`src/rtl/bch_phase_sch.sv`:
```
// bch_phase_sch: sequences one BCH codeword through SYN -> KES -> CHS.
// Optional BCH_PHASE_SCH_ZERO_SKIP_EN: all-zero syndromes skip KES/CHS.
module bch_phase_sch #(
  parameter int SYN_CYCLE   = 255,
  parameter int KES_CYCLE   = 16,
  parameter int CHS_CYCLE   = 255,
  parameter int PARALLELISM = 1,
  localparam int SYN_LEN =
    (SYN_CYCLE + PARALLELISM - 1) / PARALLELISM,
  localparam int CHS_LEN =
    (CHS_CYCLE + PARALLELISM - 1) / PARALLELISM,
  localparam int KES_LEN = KES_CYCLE,
  localparam int MAX_SK =
    (SYN_LEN > KES_LEN) ? SYN_LEN : KES_LEN,
  localparam int MAX_LEN =
    (MAX_SK > CHS_LEN) ? MAX_SK : CHS_LEN,
  localparam int CNT_W = $clog2(MAX_LEN + 1)
) (
  input  logic             clk,
  input  logic             in_Arst_n,
  input  logic             in_Srst,
  input  logic             in_start,
  input  logic             in_hold,
`ifdef BCH_PHASE_SCH_ZERO_SKIP_EN
  input  logic             in_syn_zero,
`endif
  output logic             out_ready,
  output logic             out_busy,
  output logic [1:0]       out_phase,
  output logic [CNT_W-1:0] out_cnt,
  output logic             out_syn_init,
  output logic             out_syn_en,
  output logic             out_kes_init,
  output logic             out_kes_en,
  output logic             out_chs_init,
  output logic             out_chs_en,
  output logic             out_done,
  output logic             out_err
);

  typedef enum logic [1:0] {
    S_IDLE = 2'd0,
    S_SYN  = 2'd1,
    S_KES  = 2'd2,
    S_CHS  = 2'd3
  } state_t;

  localparam logic [CNT_W-1:0] ONE   = CNT_W'(1);
  localparam logic [CNT_W-1:0] SYN_L = CNT_W'(SYN_LEN);
  localparam logic [CNT_W-1:0] KES_L = CNT_W'(KES_LEN);
  localparam logic [CNT_W-1:0] CHS_L = CNT_W'(CHS_LEN);

  state_t           state;
  logic [CNT_W-1:0] cnt;
  logic             done;
  logic             err;

  // Phase FSM: counter runs 1..LEN per phase, hold freezes it.
  always_ff @(posedge clk or negedge in_Arst_n) begin
    if (!in_Arst_n) begin
      state <= S_IDLE;
      cnt   <= '0;
      done  <= 1'b0;
      err   <= 1'b0;
    end else if (in_Srst) begin
      state <= S_IDLE;
      cnt   <= '0;
      done  <= 1'b0;
      err   <= 1'b0;
    end else begin
      done <= 1'b0;
      if (in_start && (state != S_IDLE))
        err <= 1'b1;
      unique case (state)
        S_IDLE: begin
          if (in_start) begin
            state <= S_SYN;
            cnt   <= ONE;
          end
        end
        S_SYN: begin
          if (!in_hold) begin
            if (cnt == SYN_L) begin
`ifdef BCH_PHASE_SCH_ZERO_SKIP_EN
              if (in_syn_zero) begin
                state <= S_IDLE;
                cnt   <= '0;
                done  <= 1'b1;
              end else begin
                state <= S_KES;
                cnt   <= ONE;
              end
`else
              state <= S_KES;
              cnt   <= ONE;
`endif
            end else begin
              cnt <= cnt + ONE;
            end
          end
        end
        S_KES: begin
          if (!in_hold) begin
            if (cnt == KES_L) begin
              state <= S_CHS;
              cnt   <= ONE;
            end else begin
              cnt <= cnt + ONE;
            end
          end
        end
        S_CHS: begin
          if (!in_hold) begin
            if (cnt == CHS_L) begin
              state <= S_IDLE;
              cnt   <= '0;
              done  <= 1'b1;
            end else begin
              cnt <= cnt + ONE;
            end
          end
        end
      endcase
    end
  end

  assign out_ready = (state == S_IDLE);
  assign out_busy  = (state != S_IDLE);
  assign out_phase = state;
  assign out_cnt   = cnt;
  assign out_done  = done;
  assign out_err   = err;

  assign out_syn_en = (state == S_SYN) && !in_hold;
  assign out_kes_en = (state == S_KES) && !in_hold;
  assign out_chs_en = (state == S_CHS) && !in_hold;

  assign out_syn_init = out_syn_en && (cnt == ONE);
  assign out_kes_init = out_kes_en && (cnt == ONE);
  assign out_chs_init = out_chs_en && (cnt == ONE);

endmodule

```
`config.mk`:
```
export PLATFORM = sky130hd
export DESIGN_NAME = bch_phase_sch
export DESIGN_NICKNAME = d
export VERILOG_FILES = /design/src/rtl/bch_phase_sch.sv
export SDC_FILE = /design/constraint.sdc
export NUM_CORES = 1
export LEC_CHECK = 0
export CAP_MARGIN = 20
export CORE_MARGIN = 2
export CORE_UTILIZATION = 39
export CTS_CLUSTER_SIZE = 28
export DETAILED_ROUTE_END_ITERATION = 7
export PLACE_DENSITY = 0.74
export SLEW_MARGIN = 20
export SYNTH_ARGS = -nofsm -noshare
export SYNTH_HDL_FRONTEND = slang
export SYNTH_SLANG_ARGS = --single-unit
```
`constraint.sdc`:
```
create_clock -name clk -period 2.1 [get_ports clk]
set_input_delay 0.315 -clock clk [delete_from_list [all_inputs] [get_ports clk]]
set_output_delay 0.315 -clock clk [all_outputs]
set_load 0.1 [all_outputs]
```
# --- After elaboration in Yosys (flattened, before gate mapping) ---
# Index checks and enable logic that the tools add are counted.
classes:
  n_addsub: 1
  mul: 0
  div: 0
  n_lt_le_gt_ge: 0
  n_eq_ne: 13
  shifts: 0
  mux: 24
  n_bitwise: 0
  reduce_logical: 13
op_table:
  columns: ["op", "n"]
  rows:
  - ["$mux 8", 8]
  - ["$pmux 8 s4", 1]
  - ["$ne 3x3->1 const B", 7]
  - ["$mux 2", 8]
  - ["$add 8x1->8 const B", 1]
  - ["$eq 8x1->1 const B", 1]
  - ["$eq 8x5->1 const B", 1]
  - ["$eq 8x8->1 const B", 1]
  - ["$pmux 2 s4", 1]
  - ["$logic_and 1x1->1", 7]
  - ["$reduce_and 7->1", 1]
  - ["$mux 1", 6]
  - ["$eq 2x2->1 const B", 2]
  - ["$reduce_and 4->1", 1]
  - ["$reduce_bool 2->1", 2]
  - ["$eq 2x1->1 const B", 1]
  - ["$logic_not 2->1", 1]
  - ["$logic_not 1->1", 1]
word_totals:
  ff_bits: 12
  latch_bits: 0
  ram_bits: 0
  romBits: 0
  output_inout_bits: 20
  elab_cells: 55
  mem_count: 0

# --- Longest topological paths before layout ---
# Gate-level depths: netlist of run 1.
logic_depth:
  depth_word: 5
  depth_mapped: 6

# --- Worst setup path after synthesis of run 1 ---
# No wires, ideal clock.
synth_path:
  path_type: "register to output"
  start: "register state[1], in the netlist out_phase[1]"
  end: "output port out_kes_init"
  t_arrival_ns: 4.224
  required_time_ns: 1.785
  setup_slack_ns: -2.439
  path_stages_with_launch: 4
  path_cell_list: "dfrtp_1 ha_1 nor2b_1 nor2b_1"
synth_between:
  elab_chain_cells: 3
synth_rtl:
  columns: ["element", "line", "source"]
  rows:
  - ["start: declaration", "53", "state_t state;"]
  - ["start signal: assignment", "61", "state <= S_IDLE;"]
  - ["start signal: assignment", "66", "state <= S_IDLE;"]
  - ["start signal: assignment", "77", "state <= S_SYN;"]
  - ["$eq 2x2->1", "135", "assign out_kes_en = (state == S_KES) && !in_hold;"]
  - ["$logic_and 1x1->1", "135", null]
  - ["net out_kes_en", "34", "output logic out_kes_en,"]
  - ["$logic_and 1x1->1", "139", "assign out_kes_init = out_kes_en && (cnt == ONE);"]
  - ["end: declaration", "33", "output logic out_kes_init,"]
# The timed path passes the listed nets, and every way through them passes these cells.

# --- Final worst setup path of run 1 ---
layout_path:
  start: "register cnt[3], in the netlist out_cnt[3]"
  end: "output port out_syn_init"
layout_between:
  elab_chain_cells: 2
layout_rtl:
  columns: ["element", "line", "source"]
  rows:
  - ["start: declaration", "54", "logic [CNT_W-1:0] cnt;"]
  - ["start signal: assignment", "98", "cnt <= cnt + ONE;"]
  - ["start signal: assignment", "108", "cnt <= cnt + ONE;"]
  - ["start signal: assignment", "119", "cnt <= cnt + ONE;"]
  - ["$eq 8x1->1", "138", "assign out_syn_init = out_syn_en && (cnt == ONE);"]
  - ["$logic_and 1x1->1", "138", null]
  - ["end: declaration", "31", "output logic out_syn_init,"]
# Every way passes these cells.

==> metrics, run 1 <==
Fin Setup TNS -638 ps; Critical Path Slowest Stage Cell or4_4; Max-Cap Viols 0; clk_lat worst skew 280 ps; met3 WL 153 um; PwrDens 1240 nW/um2; CP Launch Type flop; Fill cells 189; layout cells sized above 1 42.8%; TritonCTS clock tree built; P_int 802 uW; I/O pin count 25; post-synthesis compound-gate area fraction 28.3%; commonest non-fill, non-tap cell in the layout buf_4; Critical Path AT 1970 ps; CP Class reg2out; Worst Path Max Fanout 3; post-route worst setup slack -189 ps; core area 2230 um2; DRT Pass-1 Iters 4; initial antenna violation count 0; DRC Markers 0; multiplexer share of the synthesized area 1.20%; clk slew on worst S/H paths 80 ps; Cells after Synth 105; Nets 151; Die W 53.0 um; die area 2810 um2; post-DR wirelength/cell 15.7 um; cell row count 17; Worst setup EP type output pin; status finished, violations left; Critical Path RT 1780 ps; sw power 998 uW; register area share after synthesis 32.0%; GP Congestion 0.863; P&R area growth vs syn 54.3%; vias 1006; CP Cell Sequence or3_4 > or4_4 > nor2b_4 > buf_12; DR vias/cell 6.06; post-DP HPWL 1950 um; Max Clock Freq 437 MHz; synthesized-area fraction occupied by adder cells 9.35%; most frequent cells in the layout 20 x buf_4, 10 x nor2_1, 8 x nand2_1, 8 x buf_12, 6 x dfrtp_2; Clk pwr share 10.5%; Simple-Gate Fraction of Synth Area 25.1%; non-filler instance count after layout 166; failing checks negative setup slack; Final Cycle Share 109%; RSZ-0062 raised after global routing yes; vias in the first global route 932; max incr delay on CP 490 ps; Yosys cell types 39; clock tree root driver cell clkbuf_4; Post-DRT Antenna Nets 0; wirelength, routed 2610 um; Rel. slew slack 63.4%; # diodes 0; # placed instances 160; Synth Area in XOR/XNOR 0%; Setup Slack @ Placement 45.2 ps; pin slew with the least headroom to its limit 548 ps; met1 WL 1150 um; Final setup viols 8; overall die height 53.0 um; H-tree depth 1; Mapped Area 937 um2; Syn Nets 117; Hold Fails Final Rpt 0; power share of the sequential group 18.3%; Mean Syn Cell Area 8.93 um2; first-pass GRT wire length 4180 um; Clock Sinks 12; Setup Skew 5.51 ps; Starting Density 42.0%; LEAKAGE 0.584 nW; hold_buf cts 0; Final Power 1.80 mW; Top Metal Used met4; main combinational cell family by area after synthesis compound AO/OA/AOI/OAI gates; GR Util All Layers 20.5%; total clock buffers created by CTS 3; synthesized flop and latch total 12; IO buf count 24; sw frac 55.4%; Bufs on Longest Clock Path 2; GRT overflow 0; Met2 Routed Length 1240 um; fin crit period 2290 ps; YS warnings 0; hold crit path type in2async; First DRT Iteration DRCs 35; Comb power frac 71.1%; CP delay by family, top simple AND/OR/NAND/NOR gates; Slew Limit Fails 0; CP bufs+invs 1; Peak VDD IR 1.94 mV; largest net degree at the start of global routing 13
## flip-flops by register name, indices dropped and copies added (netlist names)
signal / flops
out_err: 1
out_cnt: 8
out_done: 1
out_phase: 2
## per-layer routing
metal	up-vias	global-route usage, %
li1	469	-
met1	473	27.3
met2	54	32.7
met3	10	2.54
met4	0	9.40
met5	-	0
## power by group through the flow
| stage | clock (mW) | sequential (mW) | combinational, mW |
|---|---|---|---|
| final | 0.189 | 0.330 | 1.28 |
| after global routing | 0.204 | 0.336 | 1.35 |
| after CTS | 0.192 | 0.331 | 1.26 |
| after detailed placement | 0 | 0.336 | 1.25 |
| after global placement | 0 | 0.335 | 1.24 |
| after floorplan | 0 | 0.554 | 0.692 |
## final cells by class
| class | count | area [um2] | share of cell area (%) |
|---|---|---|---|
| flip-flops and latches | 12 | 323 | 22.3 |
| inverters | 7 | 28.8 | 1.99 |
| multi-input cells | 83 | 673 | 46.5 |
| well taps | 28 | 35.0 | 2.42 |
| clock buffers | 4 | 36.3 | 2.51 |
| repair buffers | 32 | 350 | 24.2 |
## cell families after synthesis
kind of cell / Yosys count
AND/OR/NAND/NOR: 45
AO/OA/AOI/OAI: 30
flip-flops: 12
buffers and inverters: 10
adder cells (fa/ha/maj): 7
multiplexers: 1
## repair_timing
| item | in CTS | in global routing |
|---|---|---|
| buffers inserted | 1 | 2 |
| setup endpoints to repair | 3 | 9 |
| pin swaps | 1 | 1 |
| resized for setup | 0 | 1 |
## stage by stage
step / hold slack, ps / instance area (um2) / utilization [%]
3_5_place_dp: 502 / 1390 / 62.2
5_1_grt: 439 / 1450 / 64.8
3_3_place_gp: 504 / 1390 / 62.2
2_1_floorplan: 19.4 / 1030 / -
6_report: 388 / 1450 / 64.8
4_1_cts: 410 / 1430 / 64.2
## worst paths after layout
check | startpoint | endpoint | slack (ps) | cells past startpoint
worst max-delay path | out_cnt[3] | out_syn_init | -190 | 4
worst min-delay path | in_Arst_n | out_cnt[5] | 390 | 1
worst max register to register | out_cnt[3] | out_phase[0] | -30 | 5
worst min register to register | out_err | out_err | 530 | 2
max in group asynchronous | in_Arst_n | out_phase[0] | 1300 | 1
min in group clk | out_err | out_err | 530 | 2
## cells in the mapped netlist
library cell	count	area [um2]
a2111oi_0	1	8.76
a211o_1	1	8.76
a211oi_1	4	30.0
a211oi_2	1	12.5
a21boi_0	1	7.51
a21o_1	1	7.51
a21oi_1	2	10.0
a221o_1	4	40.0
a311oi_1	1	8.76
and3_1	2	12.5
and4_1	1	8.76
buf_1	1	3.75
clkbuf_1	2	7.51
dfrtp_1	12	300
ha_1	7	87.6
inv_1	7	26.3
mux2_1	1	11.3
nand2_1	8	30.0
nand2b_1	2	12.5
nand3_1	3	15.0
nand4_1	1	6.26
nor2_1	11	41.3
nor2b_1	8	50.1
nor3_1	3	15.0
nor4_1	2	12.5
o2111ai_1	3	26.3
o21ai_0	3	15.0
o21ba_2	1	10.0
o21bai_1	1	7.51
o2bb2ai_1	1	8.76
o31a_1	1	8.76
o31ai_1	1	7.51
o32ai_1	1	8.76
o41a_1	1	11.3
o41ai_4	1	27.5
or2_2	1	6.26
or3_1	1	6.26
or3_4	1	11.3
or4_1	1	7.51
No activity file was read; power rests on OpenSTA's default activity.
==> inputs of run 2 (changes only) <==
--- a/config.mk
+++ b/config.mk
@@ -6,8 +6,9 @@
 export NUM_CORES = 1
 export LEC_CHECK = 0
 export CAP_MARGIN = 20
-export CORE_MARGIN = 2
+export CORE_MARGIN = 1.5
 export CORE_UTILIZATION = 39
+export CTS_CLUSTER_DIAMETER = 80
 export CTS_CLUSTER_SIZE = 28
 export DETAILED_ROUTE_END_ITERATION = 7
 export PLACE_DENSITY = 0.74
==> constraint.sdc (replaced) <==
create_clock -name clk -period 2.1 [get_ports clk]
set_input_delay 0.315 -clock clk [delete_from_list [all_inputs] [get_ports clk]]
set_output_delay 0.315 -clock clk [all_outputs]
set_load 0.02 [all_outputs]
==> run 2 against run 1 <==
Register-to-register slack improved by 90 ps. Maximum frequency rose by 9.9%. The run now ends clean. Setup slack improved by 210 ps. Critical path type unchanged. Final cell count rose by 4.2%. Hold slack improved by 8.2 ps. Clock power barely moved. Die area fell by 3.7%. Largest cell class unchanged.
==> metrics, run 2 (synthesized netlist as in run 1, its figures left out) <==
status completed; IO buf count 24; hold crit path type in2async; most frequent cells in the layout 18 x buf_4, 17 x clkdlybuf4s50_1, 11 x nor2_1, 11 x dfrtp_1, 8 x nand2_1; first-pass GRT wire length 4010 um; Die W 52.0 um; hold_buf cts 0; Worst setup EP type output pin; GR Util All Layers 20.4%; Max Clock Freq 480 MHz; cell row count 17; Worst Path Max Fanout 3; Setup Fix Bufs, Post-CTS 0; Clk pwr share 15.7%; Slew Limit Fails 0; CP Cell Sequence or3_4 > or4_4 > nor2b_2 > buf_4; H-tree depth 1; pin slew with the least headroom to its limit 569 ps; total clock buffers created by CTS 3; DRT Pass-1 Iters 4; PwrDens 897 nW/um2; # placed instances 169; commonest non-fill, non-tap cell in the layout buf_4; TritonCTS clock tree built; Core Util, Final 60.7%; RSZ-0062 raised after global routing yes; die area 2710 um2; GRT overflow 0; Critical Path Slowest Stage Cell or4_4; P_int 682 uW; Post-DRT Antenna Nets 0; vias 961; Critical Path RT 1780 ps; overall die height 52.0 um; CP Class reg2out; Final Power 1.22 mW; layout cells sized above 1 20.7%; power share of the sequential group 24.0%; CP Launch Type flop; Final Cycle Share 99.2%; Fill cells 206; LEAKAGE 0.592 nW; Nets 158; clk_lat worst skew 280 ps; DR vias/cell 5.55; vias in the first global route 909; I/O pin count 25; DRC Markers 0; fin crit period 2080 ps; Starting Density 42.0%; non-filler instance count after layout 173; Clock Sinks 12; sw power 535 uW; Hold Fails Final Rpt 0; post-DR wirelength/cell 14.1 um; Setup Skew 2.11 ps; clock tree root driver cell clkbuf_4; post-DP HPWL 1960 um; largest net degree at the start of global routing 13; initial antenna violation count 0; Peak VDD IR 0.811 mV; clk slew on worst S/H paths 80 ps; Max-Cap Viols 0; core area 2230 um2; Rel. slew slack 61.9%; sw frac 44.0%; # diodes 0; First DRT Iteration DRCs 29; Post-DP Area 1310 um2; Bufs on Longest Clock Path 2; Critical Path AT 1770 ps; wirelength, routed 2450 um; Final setup viols 0; Comb power frac 60.2%; max reg flops 8; max incr delay on CP 450 ps; P&R area growth vs syn 44.7%; GP Congestion 0.838; post-route cell area 1360 um2
==> run 2: power by group through the flow <==
stage	Clock [mW]	Sequential (mW)	Combinational, mW
final	0.192	0.292	0.733
after CTS	0.192	0.292	0.718
after floorplan	0	0.340	0.385
after global placement	0	0.292	0.709
after global routing	0.201	0.298	0.790
after detailed placement	0	0.296	0.723
==> run 2: worst paths after layout <==
kind,startpoint,to,slack (ps),depth (start not counted)
min,in_Arst_n,out_phase[1],400,1
max,out_cnt[5],out_syn_init,20,4
max in group asynchronous,in_Arst_n,out_phase[0],1300,1
min reg2reg,out_err,out_err,530,2
max reg2reg,out_cnt[5],out_cnt[5],60,6
min in group clk,out_err,out_err,530,2
==> run 2: timing repair <==
action | CTS | global route
gates resized for setup | 17 | 6
setup endpoints to repair | 6 | 10
pin swaps | 1 | 0
==> run 2: metal layers <==
metal,GRT usage [%],part of all wire (%),vias up
li1,-,-,476
met1,26.3,44,451
met2,34.4,50,30
met3,2.87,5.1,4
met4,7.46,1.1,0
met5,0,0,-
==> run 2: critical path: cells and delay by family (launching register included) <==
family                 cells  cell delay, ps
flip-flops                 1             380
buffers and inverters      1             140
AND/OR/NAND/NOR            3             960
==> run 2: cell type report <==
type | count | area [um2] | area share, %
Multi-Input combinational cell | 83 | 613 | 45.2
Tap cell | 28 | 35.0 | 2.58
Clock buffer | 4 | 36.3 | 2.68
Timing Repair Buffer | 39 | 344 | 25.4
Sequential cell | 12 | 302 | 22.2
Inverter | 7 | 26.3 | 1.94
==> run 2: per-stage QoR <==
step	setup slack (ps)	hold WS, ps	TNS, ps
after floorplan	1.83	19.4	0
after global placement	-230	498	-671
after detailed placement	-295	500	-778
after global routing	-59.2	447	-152
after CTS	-13.4	415	-13.4
final	16.7	396	0
==> inputs of run 3 (changes only) <==
--- a/config.mk
+++ b/config.mk
@@ -8,11 +8,11 @@
 export CAP_MARGIN = 20
 export CORE_MARGIN = 1.5
 export CORE_UTILIZATION = 39
+export CTS_BUF_LIST = sky130_fd_sc_hd__clkbuf_16
 export CTS_CLUSTER_DIAMETER = 80
 export CTS_CLUSTER_SIZE = 28
 export DETAILED_ROUTE_END_ITERATION = 7
-export PLACE_DENSITY = 0.74
-export SLEW_MARGIN = 20
+export PLACE_DENSITY = 0.72
 export SYNTH_ARGS = -nofsm -noshare
 export SYNTH_HDL_FRONTEND = slang
 export SYNTH_SLANG_ARGS = --single-unit
==> constraint.sdc (replaced) <==
create_clock -name clk -period 2.45 [get_ports clk]
set_input_delay 0.3675 -clock clk [delete_from_list [all_inputs] [get_ports clk]]
set_output_delay 0.3675 -clock clk [all_outputs]
set_load 0.02 [all_outputs]
==> run 3 against run 2 <==
Register-to-register slack better by 230 ps. Sequential power down 14%. Global-route usage grew 1.9 points. Sequential share of layout area increased by 0.22 points. Flip-flop and latch count did not move. Power is 5.8% lower. Clock-buffer cell count down 1. Hold slack better by 91 ps. Critical path depth unchanged. Die area stayed put. Setup slack gained 61 ps.
==> metrics, run 3 (synthesized netlist as in run 1, its figures left out) <==
H-tree depth 1; GP Congestion 0.832; area of the multi-input gates 599 um2; cell row count 17; Worst R2R End out_phase[0]; GRT overflow 0; Die W 52.0 um; non-filler instance count after layout 166; largest net degree at the start of global routing 13; CP Launch Type flop; PwrDens 857 nW/um2; clk slew on worst S/H paths 50 ps; hold_buf cts 0; LEAKAGE 0.565 nW; Register Area 300 um2; post-DP HPWL 1970 um; wirelength, routed 2540 um; Hold Fails Final Rpt 0; initial antenna violation count 0; RR Startpoint out_cnt[5]; post-route cell area 1340 um2; DR vias/cell 5.70; Final Power 1.15 mW; layout cells sized above 1 11.6%; Worst Setup SP out_cnt[5]; Starting Density 42.0%; RSZ-0062 raised after global routing no; Setup crit end out_syn_init; Final setup viols 0; First DRT Iteration DRCs 11; I/O pin count 25; Setup Fix Bufs, Post-CTS 0; core area 2230 um2; DRT Pass-1 Iters 4; Setup Skew 2.16 ps; hold crit path type in2async; Bufs on Longest Clock Path 2; max reg flops 8; status completed; Max-Cap Viols 0; Post-DRT Antenna Nets 0; Slew Limit Fails 0; Fill cells 220; clock tree root driver cell clkbuf_16; Reg2Reg Setup Slack 290 ps; fin crit period 2370 ps; vias in the first global route 921; clk_lat worst skew 240 ps; Post-DP Area 1260 um2; post-DR wirelength/cell 15.3 um; Rel. slew slack 62.7%; Nets 151; vias 946; Critical Path RT 2080 ps; DRC Markers 0; Peak VDD IR 0.802 mV; worst reg-to-reg path cell count 5; overall die height 52.0 um; first-pass GRT wire length 4380 um; P&R area growth vs syn 42.7%; # placed instances 162; Max Clock Freq 422 MHz; IO buf count 24; CP Class reg2out; Critical Path AT 2000 ps; Clock Sinks 12; # diodes 0; most frequent cells in the layout 21 x clkdlybuf4s50_1, 12 x dfrtp_1, 11 x nor2_1; Worst setup EP type output pin; Worst Path Max Fanout 3; total clock buffers created by CTS 3; Final Cycle Share 96.8%; GR Util All Layers 22.3%; Fin Setup TNS 0 ps; die area 2710 um2; pin slew with the least headroom to its limit 557 ps; commonest non-fill, non-tap cell in the layout clkdlybuf4s50_1; TritonCTS clock tree built
==> run 3: cell count changes in the layout (fill, tap and decap cells not counted), sizes merged <==
| cell | before | now |
|---|---|---|
| dlymetal6s2s | 1 | 0 |
| dlygate4sd2 | 3 | 2 |
| clkdlybuf4s50 | 17 | 21 |
| clkbuf | 4 | 3 |
| clkinv | 0 | 1 |
| buf | 18 | 8 |
| clkdlybuf4s15 | 0 | 1 |
==> run 3: what timing repair did <==
action                     CTS  global route
resized for setup            3             1
pin swaps                    0             0
setup endpoints to repair    3             1
==> run 3: layout make-up <==
cell class / instances / share of cell area [%]
Timing Repair Buffer: 32 / 22.3
Inverter: 7 / 1.96
Sequential cell: 12 / 22.5
Clock buffer: 3 / 5.61
Clock inverter: 1 / 0.281
Tap cell: 28 / 2.62
Multi-Input combinational cell: 83 / 44.8
==> run 3: metrics by stage <==
| step | utilization (%) | hold WS [ps] | setup WS (ps) |
|---|---|---|---|
| after floorplan | - | 71.9 | 299 |
| after global placement | 56.5 | 481 | 75.0 |
| after detailed placement | 56.5 | 511 | 53.7 |
| after CTS | 59.8 | 512 | 74.1 |
| after global routing | 59.9 | 541 | 1.70 |
| final | 59.9 | 487 | 77.7 |
==> run 3: per-layer routing <==
| metal | GRT usage (%) | wire length, um | share of wire [%] | vias to the layer above |
|---|---|---|---|---|
| met1 | 27.9 | 1100 | 43 | 445 |
| met5 | 0 | 0 | 0 | - |
| met2 | 38.8 | 1280 | 50 | 30 |
| li1 | - | - | - | 467 |
| met4 | 7.89 | 27 | 1.1 | 0 |
| met3 | 2.87 | 138 | 5.4 | 4 |
==> run 3: worst min path at each step <==
stage / endpoint / slack (ps) / depth (start not counted)
5_1_grt: out_phase[1] / 540 / 1
2_1_floorplan: out_cnt[0] / 70 / 0
3_3_place_gp: out_err / 480 / 2
6_report: out_phase[0] / 490 / 1
3_5_place_dp: out_err / 510 / 2
4_1_cts: out_phase[0] / 510 / 1
==> run 3: power breakdown <==
group	internal, mW	switching, mW	total (mW)
clock	0.215	0.0911	0.306
sequential	0.226	0.0244	0.250
combinational	0.245	0.344	0.589
==> run 3: critical path: stages (launching register included) <==
cell           delay (ps)
dfrtp_1               370
or3_4                 380
or4_1                 540
nor2b_1               130
dlygate4sd2_1         340
